==> src/rtl/tpu_rf_pkg.sv <==
// Shared definitions for the multi-slot TPU register file: CTRL bit positions,
// register-map offsets and the deferred-write buffer state type.
package tpu_rf_pkg;

    localparam int CTRL_RSTTPU  = 0;
    localparam int CTRL_TXEN    = 1;
    localparam int CTRL_RXEN    = 2;
    localparam int CTRL_MSK     = 3;
    localparam int CTRL_INTFLAG = 4;
    localparam int CTRL_WRPEND  = 5;
    localparam int CTRL_DROP    = 6;

    localparam int CTRL_OFS = 0;
    localparam int SLOT_OFS = 1;

    // Timer bytes sit directly after the last RX slot.
    function automatic int timer_ofs(input int n_slots);
        return 1 + 2 * n_slots;
    endfunction

    typedef enum logic {IDLE = 1'b0, HOLD = 1'b1} wbuf_state_t;

endpackage

==> src/rtl/tpu_rf_wbuf.sv <==
// One-entry deferred-write buffer: holds a bus write that arrives during a slot
// match and replays it once the match clears; later writes while full are dropped.
module tpu_rf_wbuf
    import tpu_rf_pkg::*;
#(
    parameter int ADDR_W = 8,
    parameter int DATA_W = 8
) (
    input  logic              SYS_CLK,
    input  logic              RST_N,
    input  logic              we,
    input  logic [ADDR_W-1:0] addr,
    input  logic [DATA_W-1:0] data,
    input  logic              hit,
    output logic              commit,
    output logic [ADDR_W-1:0] commit_addr,
    output logic [DATA_W-1:0] commit_data,
    output logic              wr_pend,
    output logic              drop
);

    wbuf_state_t       state, next_state;
    logic [ADDR_W-1:0] buf_addr;
    logic [DATA_W-1:0] buf_data;

    always_ff @(posedge SYS_CLK or negedge RST_N) begin
        if (!RST_N) begin
            state <= IDLE;
        end else begin
            state <= next_state;
        end
    end

    always_ff @(posedge SYS_CLK or negedge RST_N) begin
        if (!RST_N) begin
            buf_addr <= '0;
            buf_data <= '0;
        end else if (state == IDLE && we && hit) begin
            buf_addr <= addr;
            buf_data <= data;
        end
    end

    always_comb begin
        next_state = state;
        case (state)
            IDLE:    if (we && hit) next_state = HOLD;
            HOLD:    if (!hit)      next_state = IDLE;
            default: next_state = IDLE;
        endcase
    end

    // The buffered write takes priority on the replay edge; a concurrent bus write is lost.
    always_comb begin
        commit      = 1'b0;
        commit_addr = addr;
        commit_data = data;
        wr_pend     = 1'b0;
        drop        = 1'b0;
        case (state)
            IDLE: commit = we && !hit;
            HOLD: begin
                commit      = !hit;
                commit_addr = buf_addr;
                commit_data = buf_data;
                wr_pend     = 1'b1;
                drop        = we;
            end
            default: ;
        endcase
    end

endmodule

==> src/rtl/tpu_rf_mc.sv <==
// Multi-slot TPU register file: N_SLOTS TX/RX slot pairs, CTRL and timer value,
// with slot-hit write deferral, sticky edge-detected interrupt and TPU reset pulse.
module tpu_rf_mc
    import tpu_rf_pkg::*;
#(
    parameter int              ADDR_W    = 8,
    parameter logic [ADDR_W-1:0] BASE_ADDR = 8'h20,
    parameter int              DATA_W    = 8,
    parameter int              N_SLOTS   = 4,
    parameter int              TIMER_W   = 16
) (
    input  logic                        SYS_CLK,
    input  logic                        RST_N,
    input  logic                        we_rf,
    input  logic [ADDR_W-1:0]           addr_rf,
    input  logic [DATA_W-1:0]           data_rf,
    input  logic [DATA_W-1:0]           TIME,
    input  logic                        TPUINT_RF,
    output logic                        ready_rf,
    output logic                        RSTTPU,
    output logic                        TXSLOT_EN,
    output logic                        RXSLOT_EN,
    output logic                        TIMERINTMSK,
    output logic                        INTFLAG,
    output logic                        IRQ,
    output logic [N_SLOTS*DATA_W-1:0]   TX_SLOT,
    output logic [N_SLOTS*DATA_W-1:0]   RX_SLOT,
    output logic [TIMER_W-1:0]          TIMER_INT_VALUE,
    output logic [DATA_W-1:0]           data_out
);

    localparam int TIMER_OFS   = timer_ofs(N_SLOTS);
    localparam int TIMER_BYTES = TIMER_W / DATA_W;

    logic [DATA_W-1:0] tx_q [N_SLOTS];
    logic [DATA_W-1:0] rx_q [N_SLOTS];
    logic [TIMER_W-1:0] timer_q;
    logic rsttpu_q, txen_q, rxen_q, msk_q, intflag_q, drop_q, tpuint_q;

    logic              hit, commit, wr_pend, drop_set, ctrl_wr, rise;
    logic [ADDR_W-1:0] commit_addr, wofs, rofs;
    logic [DATA_W-1:0] commit_data, ctrl_rd;

    always_comb begin
        hit = 1'b0;
        for (int k = 0; k < N_SLOTS; k++) begin
            if ((txen_q && TIME == tx_q[k]) || (rxen_q && TIME == rx_q[k])) hit = 1'b1;
        end
    end

    tpu_rf_wbuf #(.ADDR_W(ADDR_W), .DATA_W(DATA_W)) u_wbuf (
        .SYS_CLK     (SYS_CLK),
        .RST_N       (RST_N),
        .we          (we_rf),
        .addr        (addr_rf),
        .data        (data_rf),
        .hit         (hit),
        .commit      (commit),
        .commit_addr (commit_addr),
        .commit_data (commit_data),
        .wr_pend     (wr_pend),
        .drop        (drop_set)
    );

    assign wofs    = commit_addr - BASE_ADDR;
    assign rofs    = addr_rf - BASE_ADDR;
    assign ctrl_wr = commit && (wofs == ADDR_W'(CTRL_OFS));
    assign rise    = TPUINT_RF && !tpuint_q;

    always_ff @(posedge SYS_CLK or negedge RST_N) begin
        if (!RST_N) begin
            for (int k = 0; k < N_SLOTS; k++) begin
                tx_q[k] <= '0;
                rx_q[k] <= '0;
            end
            timer_q <= '0;
        end else if (commit) begin
            for (int k = 0; k < N_SLOTS; k++) begin
                if (wofs == ADDR_W'(SLOT_OFS + 2*k))     tx_q[k] <= commit_data;
                if (wofs == ADDR_W'(SLOT_OFS + 1 + 2*k)) rx_q[k] <= commit_data;
            end
            for (int j = 0; j < TIMER_BYTES; j++) begin
                if (wofs == ADDR_W'(TIMER_OFS + j))
                    timer_q[(TIMER_BYTES-1-j)*DATA_W +: DATA_W] <= commit_data;
            end
        end
    end

    // Set events (interrupt edge, dropped write) override a same-edge write-1-to-clear.
    always_ff @(posedge SYS_CLK or negedge RST_N) begin
        if (!RST_N) begin
            rsttpu_q  <= 1'b0;
            txen_q    <= 1'b0;
            rxen_q    <= 1'b0;
            msk_q     <= 1'b0;
            intflag_q <= 1'b0;
            drop_q    <= 1'b0;
            tpuint_q  <= 1'b0;
        end else begin
            rsttpu_q <= ctrl_wr && commit_data[CTRL_RSTTPU];
            tpuint_q <= TPUINT_RF;
            if (ctrl_wr) begin
                txen_q <= commit_data[CTRL_TXEN];
                rxen_q <= commit_data[CTRL_RXEN];
                msk_q  <= commit_data[CTRL_MSK];
            end
            if (rise)                                       intflag_q <= 1'b1;
            else if (ctrl_wr && commit_data[CTRL_INTFLAG]) intflag_q <= 1'b0;
            if (drop_set)                                   drop_q <= 1'b1;
            else if (ctrl_wr && commit_data[CTRL_DROP])    drop_q <= 1'b0;
        end
    end

    always_comb begin
        ctrl_rd               = '0;
        ctrl_rd[CTRL_RSTTPU]  = rsttpu_q;
        ctrl_rd[CTRL_TXEN]    = txen_q;
        ctrl_rd[CTRL_RXEN]    = rxen_q;
        ctrl_rd[CTRL_MSK]     = msk_q;
        ctrl_rd[CTRL_INTFLAG] = intflag_q;
        ctrl_rd[CTRL_WRPEND]  = wr_pend;
        ctrl_rd[CTRL_DROP]    = drop_q;
    end

    always_comb begin
        data_out = '0;
        if (rofs == ADDR_W'(CTRL_OFS)) data_out = ctrl_rd;
        for (int k = 0; k < N_SLOTS; k++) begin
            if (rofs == ADDR_W'(SLOT_OFS + 2*k))     data_out = tx_q[k];
            if (rofs == ADDR_W'(SLOT_OFS + 1 + 2*k)) data_out = rx_q[k];
        end
        for (int j = 0; j < TIMER_BYTES; j++) begin
            if (rofs == ADDR_W'(TIMER_OFS + j))
                data_out = timer_q[(TIMER_BYTES-1-j)*DATA_W +: DATA_W];
        end
    end

    for (genvar k = 0; k < N_SLOTS; k++) begin : g_slot_out
        assign TX_SLOT[k*DATA_W +: DATA_W] = tx_q[k];
        assign RX_SLOT[k*DATA_W +: DATA_W] = rx_q[k];
    end

    assign ready_rf        = !hit && !wr_pend;
    assign RSTTPU          = rsttpu_q;
    assign TXSLOT_EN       = txen_q;
    assign RXSLOT_EN       = rxen_q;
    assign TIMERINTMSK     = msk_q;
    assign INTFLAG         = intflag_q;
    assign IRQ             = intflag_q && msk_q;
    assign TIMER_INT_VALUE = timer_q;

endmodule

==> config.mk <==
export PLATFORM = sky130hd
export DESIGN_NAME = tpu_rf_mc
export DESIGN_NICKNAME = d
export VERILOG_FILES = /design/src/rtl/tpu_rf_pkg.sv /design/src/rtl/tpu_rf_wbuf.sv /design/src/rtl/tpu_rf_mc.sv
export SDC_FILE = /design/constraint.sdc
export NUM_CORES = 1
export LEC_CHECK = 0
export ABC_AREA = 1
export CORE_ASPECT_RATIO = 1.75
export CORE_MARGIN = 2
export CORE_UTILIZATION = 57
export CTS_BUF_LIST = sky130_fd_sc_hd__clkbuf_16
export DETAILED_ROUTE_END_ITERATION = 8
export DONT_BUFFER_PORTS = 1
export MAX_ROUTING_LAYER = met4
export PLACE_DENSITY = 0.73
export SYNTH_ARGS = -nofsm -noshare
export SYNTH_HDL_FRONTEND = slang
export SYNTH_SLANG_ARGS = --single-unit
==> constraint.sdc <==
create_clock -name SYS_CLK -period 6.2 [get_ports SYS_CLK]
set_clock_uncertainty 0.05 [all_clocks]
set_input_delay 1.24 -clock SYS_CLK [delete_from_list [all_inputs] [get_ports SYS_CLK]]
set_output_delay 1.24 -clock SYS_CLK [all_outputs]
set_load 0.01 [all_outputs]
* Word-level counts from Yosys, hierarchy flattened
Index checks and enable logic that the tools add are counted.
Storage, ports and cells: bits in registers 104, bits of input ports 28, output and inout port bits 95, word-level logic and storage cells 118
Operators by class: add/subtract/negate cells 2, equal/unequal tests 28, multiplexer cells 27, bitwise gates (word level) 1, reductions and logical operators 40
Operators with widths (number):
- 8-bit 2-to-1 mux | 12
- 8-bit by 3-bit equality test with 1-bit output, second input constant | 8
- 8-bit equality test | 8
- 8-bit by 4-bit equality test with 1-bit output, second input constant | 6
- 8-bit by 2-bit equality test with 1-bit output, second input constant | 4
- 2-bit AND reduction | 10
- 1-bit logical AND | 19
- 8-bit by 1-bit equality test with 1-bit output, second input constant | 2
- 8-bit zero test | 2
- 8-bit by 6-bit subtractor with 8-bit output, second input constant | 2
- 1-bit 2-to-1 mux | 12
- 7-bit 2-to-1 mux | 1
- 1-bit logical OR | 4
- 1-bit case mux with 2 select lines | 2
- 2-bit nonzero test | 2
- 1-bit zero test | 3
- 1-bit NOT | 1

* Depth between registers and ports, before layout
depth in word-level cells 14, mapped depth 17, mapped depth without buffers 14

* Hierarchy
A second synthesis with hierarchy kept.
Second synthesis, totals: cell total of the unflattened synthesis 768, area, all modules 5850.6 sq um
By module, submodules not included:
- tpu_rf_mc | instances 1, cells each 637, area each 4903.5 sq um, sequential area each 2177.1 sq um
- tpu_rf_wbuf | instances 1, cells each 131, area each 947.2 sq um, sequential area each 425.4 sq um

* Worst setup path after synthesis
Ideal clock, no wire load.
kind input-to-output, start point in addr_rf[5], end point out data_out[7], data arrival time 2.635 ns, required time 4.910 ns, slack 2.275 ns, stages on the path 13, buffers on the path 1, cell sequence inv_1 -> ha_1 -> nand2_1 -> nor2_1 -> nand2_1 -> clkinv_1 -> clkbuf_1 -> nand3_1 -> nand2_1 -> a21oi_1 -> nand4_1 -> nor2_1 -> nand4_1
On the way: cells in the longest elaborated chain, start to end 12, elaborated cells between the ends (all ways) 21, classes of those cells add/sub: 1; eq/ne: 10; mux: 10
RTL lines:
- start: declaration | line tpu_rf_mc.sv:15 | input logic [ADDR_W-1:0] addr_rf,
- 8-bit by 6-bit subtractor with 8-bit output * | line tpu_rf_mc.sv:66 | assign rofs = addr_rf - BASE_ADDR;
- 8-bit by 1-bit equality test with 1-bit output | line tpu_rf_mc.sv:129 | if (rofs == ADDR_W'(SLOT_OFS + 2*k)) data_out = tx_q[k];
- 8-bit 2-to-1 mux | line tpu_rf_mc.sv:129
- 8-bit 2-to-1 mux | line tpu_rf_mc.sv:130 | if (rofs == ADDR_W'(SLOT_OFS + 1 + 2*k)) data_out = rx_q[k];
- 8-bit 2-to-1 mux | line tpu_rf_mc.sv:129
- 8-bit 2-to-1 mux | line tpu_rf_mc.sv:130
- 8-bit 2-to-1 mux | line tpu_rf_mc.sv:129
- 8-bit 2-to-1 mux | line tpu_rf_mc.sv:130
- 8-bit 2-to-1 mux | line tpu_rf_mc.sv:129
- 8-bit 2-to-1 mux | line tpu_rf_mc.sv:130
- 8-bit 2-to-1 mux | line tpu_rf_mc.sv:133 | if (rofs == ADDR_W'(TIMER_OFS + j))
- 8-bit 2-to-1 mux * | line tpu_rf_mc.sv:133
- end: declaration | line tpu_rf_mc.sv:29 | output logic [DATA_W-1:0] data_out
Every way passes the cells marked *; elsewhere a longest branch is shown, timed or not.

* Worst setup path in the final report
start point in addr_rf[5], end point out data_out[4]
On the way: cells in the longest elaborated chain, start to end 13, elaborated cells between the ends (all ways) 23, classes of those cells add/sub: 1; eq/ne: 10; mux: 11; reduce/logical: 1
RTL lines:
- 8-bit by 6-bit subtractor with 8-bit output * | line tpu_rf_mc.sv:66
- 8-bit zero test | line tpu_rf_mc.sv:127 | if (rofs == ADDR_W'(CTRL_OFS)) data_out = ctrl_rd;
- 7-bit 2-to-1 mux | line tpu_rf_mc.sv:127
- 8-bit 2-to-1 mux | line tpu_rf_mc.sv:129
- 8-bit 2-to-1 mux | line tpu_rf_mc.sv:130
- 8-bit 2-to-1 mux | line tpu_rf_mc.sv:129
- 8-bit 2-to-1 mux | line tpu_rf_mc.sv:130
- 8-bit 2-to-1 mux | line tpu_rf_mc.sv:129
- 8-bit 2-to-1 mux | line tpu_rf_mc.sv:130
- 8-bit 2-to-1 mux | line tpu_rf_mc.sv:129
- 8-bit 2-to-1 mux | line tpu_rf_mc.sv:130
- 8-bit 2-to-1 mux | line tpu_rf_mc.sv:133
- 8-bit 2-to-1 mux * | line tpu_rf_mc.sv:133
Marks and branches as above.

==> flow_summary_export.csv <==
group,metric,value,unit
synth,netlist_instances,903,
floorplan,io-pin-count,123,
cts,cts_root_buffer,"sky130_fd_sc_hd__clkbuf_16",
synth,netlist-cell-type-count,31,
cells_and_area,finalNetCount,917,
cts,clock_sink_count,104,
sta,hold_ws,0.433,ns
cells_and_area,finish.cell_count_without_fillers,1022,
synth,synth_enable_flop_cells,0,
synth,ys_dominant_reg_cell,"sky130_fd_sc_hd__dfrtp_1",
floorplan,floorplan.core_area,0.0107,mm^2
power_and_ir_drop,internal_power,1070,uW
cts,clock_path_buffers,2,
power_and_ir_drop,switchingPower,418,uW
place,gp_congestion,0.975,
floorplan,effective_utilization_at_floorplan,58.2,%
cells_and_area,antenna_cells,0,
sta,final_total_negative_setup_slack,0,ns
cts,cts_clk_pin_slew_worst_paths,0.07,ns
grt,number_of_antenna_violations_at_the_first_check_in_global_routing,0,
synth,syn-mean-instance-area,6.90,um^2
route,drt_wl_total,20800,um
critical_path,kind_of_critical_path,"in2out",
synth,yosys_warnings,0,
power_and_ir_drop,power.density_cell_area,230,mW/mm^2
run,max_cap_viol_count,0,
place,post_dp_hpwl,15500,um
grt,grt_pass1_vias,5636,
place,place_inst,1006,
sta,fin_crit,4.73,ns
critical_path,critical_path.startpoint_type,"primary input",
route,drt_drc_violations_left,0,
cts,htree_levels,3,
synth,synth_area_leaders,"sky130_fd_sc_hd__dfrtp_1, sky130_fd_sc_hd__nand2_1, sky130_fd_sc_hd__o21ai_1",
synth,syn_area,0.00623,mm^2
synth,netlist.top_cell.by_area,"sky130_fd_sc_hd__dfrtp_1",
place,dpl-instance-area,0.00619,mm^2
sta,setup_viol,0,
floorplan,die_width,83.0,um
synth,post-synth-top-count-cell,"sky130_fd_sc_hd__nand2_1",
floorplan,placement_rows,50,
cells_and_area,design_area,0.00648,mm^2
power_and_ir_drop,standby_leakage_power,0.00310,uW
sta,worstMarginPinSlew,1.07,ns
cts,cts_buffers,9,
power_and_ir_drop,pwr-share-clk,37.8,%
floorplan,dieHeight,142,um
synth,postSynth.asyncResetShare,100,%
synth,yosys.area.top_type_share,41.8,%
sta,fmax,0.211,GHz
cts,clock_insertion_delay_worst_skew,0.35,ns
cts,postCtsSetupBuffers,0,
route,routed_wire_length_per_instance,20.4,um
sta,hold_viol_final,0,
cells_and_area,area_overhead_vs_synth,4.02,%
power_and_ir_drop,power_switching_share,28.1,%
cts,post_cts.resized_instances,0,
grt,grt_first_pass_wirelength,32000,um
power_and_ir_drop,power.combinational.fraction,9.7,%
route,drt-initial-drc-count,551,
grt,grt_max_degree,105,
power_and_ir_drop,total_design_power,1490,uW
route,vias_per_instance,5.86,
sta,max_slew_margin,28.9,%
place,buffer_ports.inserted,0,
route,dr_total_vias,5988,
power_and_ir_drop,seq_power_share,52.5,%
grt,grtUsageTotal,36.5,%
critical_path,critPathArrivalTime,3.44,ns
hold_path,hold_path_class,"reg2reg",
power_and_ir_drop,worst_ir_drop_vdd,200,uV
critical_path,worst-path-max-fanout,27,
critical_path,crit_path_end_kind,"output pin",
route,detail_route.first_pass.iterations,6,
sta,timing_max_transition_violations_final,0,
synth,synth_fp_nets,933,
sta,layout_worst_path_cycle_share,76.3,%
sta,setup_repair_after_global_routing_missed_its_margin,"no",
floorplan,die_area,0.0118,mm^2
cells_and_area,final_layout_size_suffix_gt1_share,7.06,%
synth,seq_area_frac_synth,41.8,%
grt,global_route.overflow_total,0,
route,antenna_violating_nets_post_route,0,
critical_path,req_time_crit_path,4.91,ns
status,status,"finished, final reports clean",
synth,synth.ff_latch_count,104,
cts,cts_hold_repair.buffers,0,
cts,cts_tree,"done",
synth,synth.cells.most_frequent,"sky130_fd_sc_hd__nand2_1, sky130_fd_sc_hd__dfrtp_1, sky130_fd_sc_hd__nor2_1",
-- cells by family after synthesis --
group	after synthesis	synth area share, %
AO/OA/AOI/OAI	117	10.0
adder cells (fa/ha/maj)	2	0.402
XOR/XNOR	12	1.69
AND/OR/NAND/NOR	537	35.9
flip-flops	104	41.8
buffers and inverters	131	10.2
-- cell type report --
class,count,area [um^2]
clock buffers,9,225
clock inverters,7,65.1
fillers,982,4220
inverters,99,389
multi-input cells,668,3000
flip-flops and latches,104,2600
well taps,130,163
repair buffers,5,37.5
-- through the flow --
step	util (%)	setup slack, ns
2_1_floorplan	-	2.27
3_3_place_gp	57.8	1.60
3_5_place_dp	57.8	1.51
4_1_cts	60.6	1.52
5_1_grt	60.6	1.23
6_report	60.6	1.47
-- worst max-delay path, stage by stage --
cell	delay (ns)
sky130_fd_sc_hd__inv_1	0.03
sky130_fd_sc_hd__ha_1	0.29
sky130_fd_sc_hd__nand2_1	0.06
sky130_fd_sc_hd__nor2_1	0.04
sky130_fd_sc_hd__nand2_1	0.11
sky130_fd_sc_hd__clkinv_1	0.52
sky130_fd_sc_hd__nand2_1	0.33
sky130_fd_sc_hd__nor2_1	0.20
sky130_fd_sc_hd__nand2_1	0.10
sky130_fd_sc_hd__nand4_1	0.17
sky130_fd_sc_hd__nor2_1	0.17
sky130_fd_sc_hd__nand4_1	0.17
-- per-layer routing --
metal  part of all wire [%]  wire, um  GRT usage, %  vias to the layer above
li1                       -         -             -                     2798
met1                     36      7580          41.9                     2763
met2                     50     10300          61.5                      350
met3                    8.0      1660          5.39                       77
met4                    6.0      1250          19.8                        0
met5                      0         0             -                        -
-- layout by cell type, fill, tap and decap left out, drive strengths merged --
cell,synthesis,layout
nor3,12,12
bufinv,0,1
nor4,1,1
ha,2,2
nand4,17,17
clkinv,1,3
inv,98,100
o21ai,115,115
clkinvlp,0,2
dfrtp,104,104
nand3,37,37
or2,5,5
nor2,90,90
a21oi,2,2
clkbuf,10,9
xnor2,2,2
xor2,10,10
nand2,375,375
buf,22,5
-- registers in the layout (all words and copies together), names as in the netlist --
| signal | cells |
|---|---|
| INTFLAG | 1 |
| RSTTPU | 1 |
| RXSLOT_EN | 1 |
| RX_SLOT | 32 |
| TIMERINTMSK | 1 |
| TIMER_INT_VALUE | 16 |
| TXSLOT_EN | 1 |
| TX_SLOT | 32 |
| drop_q | 1 |
| tpuint_q | 1 |
| u_wbuf.buf_addr | 8 |
| u_wbuf.buf_data | 8 |
| u_wbuf.state | 1 |
-- worst paths after layout --
check,slack [ns],start,endpoint,cells after the start
setup / recovery,1.47,addr_rf[5],data_out[4],12
hold / removal,0.43,drop_q,drop_q,2
setup reg to reg,2.77,u_wbuf.state,TIMER_INT_VALUE[11],10
hold reg to reg,0.43,drop_q,drop_q,2
max in group asynchronous,5.43,RST_N,TIMER_INT_VALUE[12],0
min in group asynchronous,0.52,RST_N,RX_SLOT[10],0
-- power groups by stage --
stage               Clock (uW)  Sequential (uW)  Combinational [uW]
floorplan                    0              769                 119
global placement             0              794                 134
detailed placement           0              794                 140
CTS                        563              781                 140
global route               587              785                 162
finish                     563              781                 144
No activity file was read; power rests on OpenSTA's default activity.
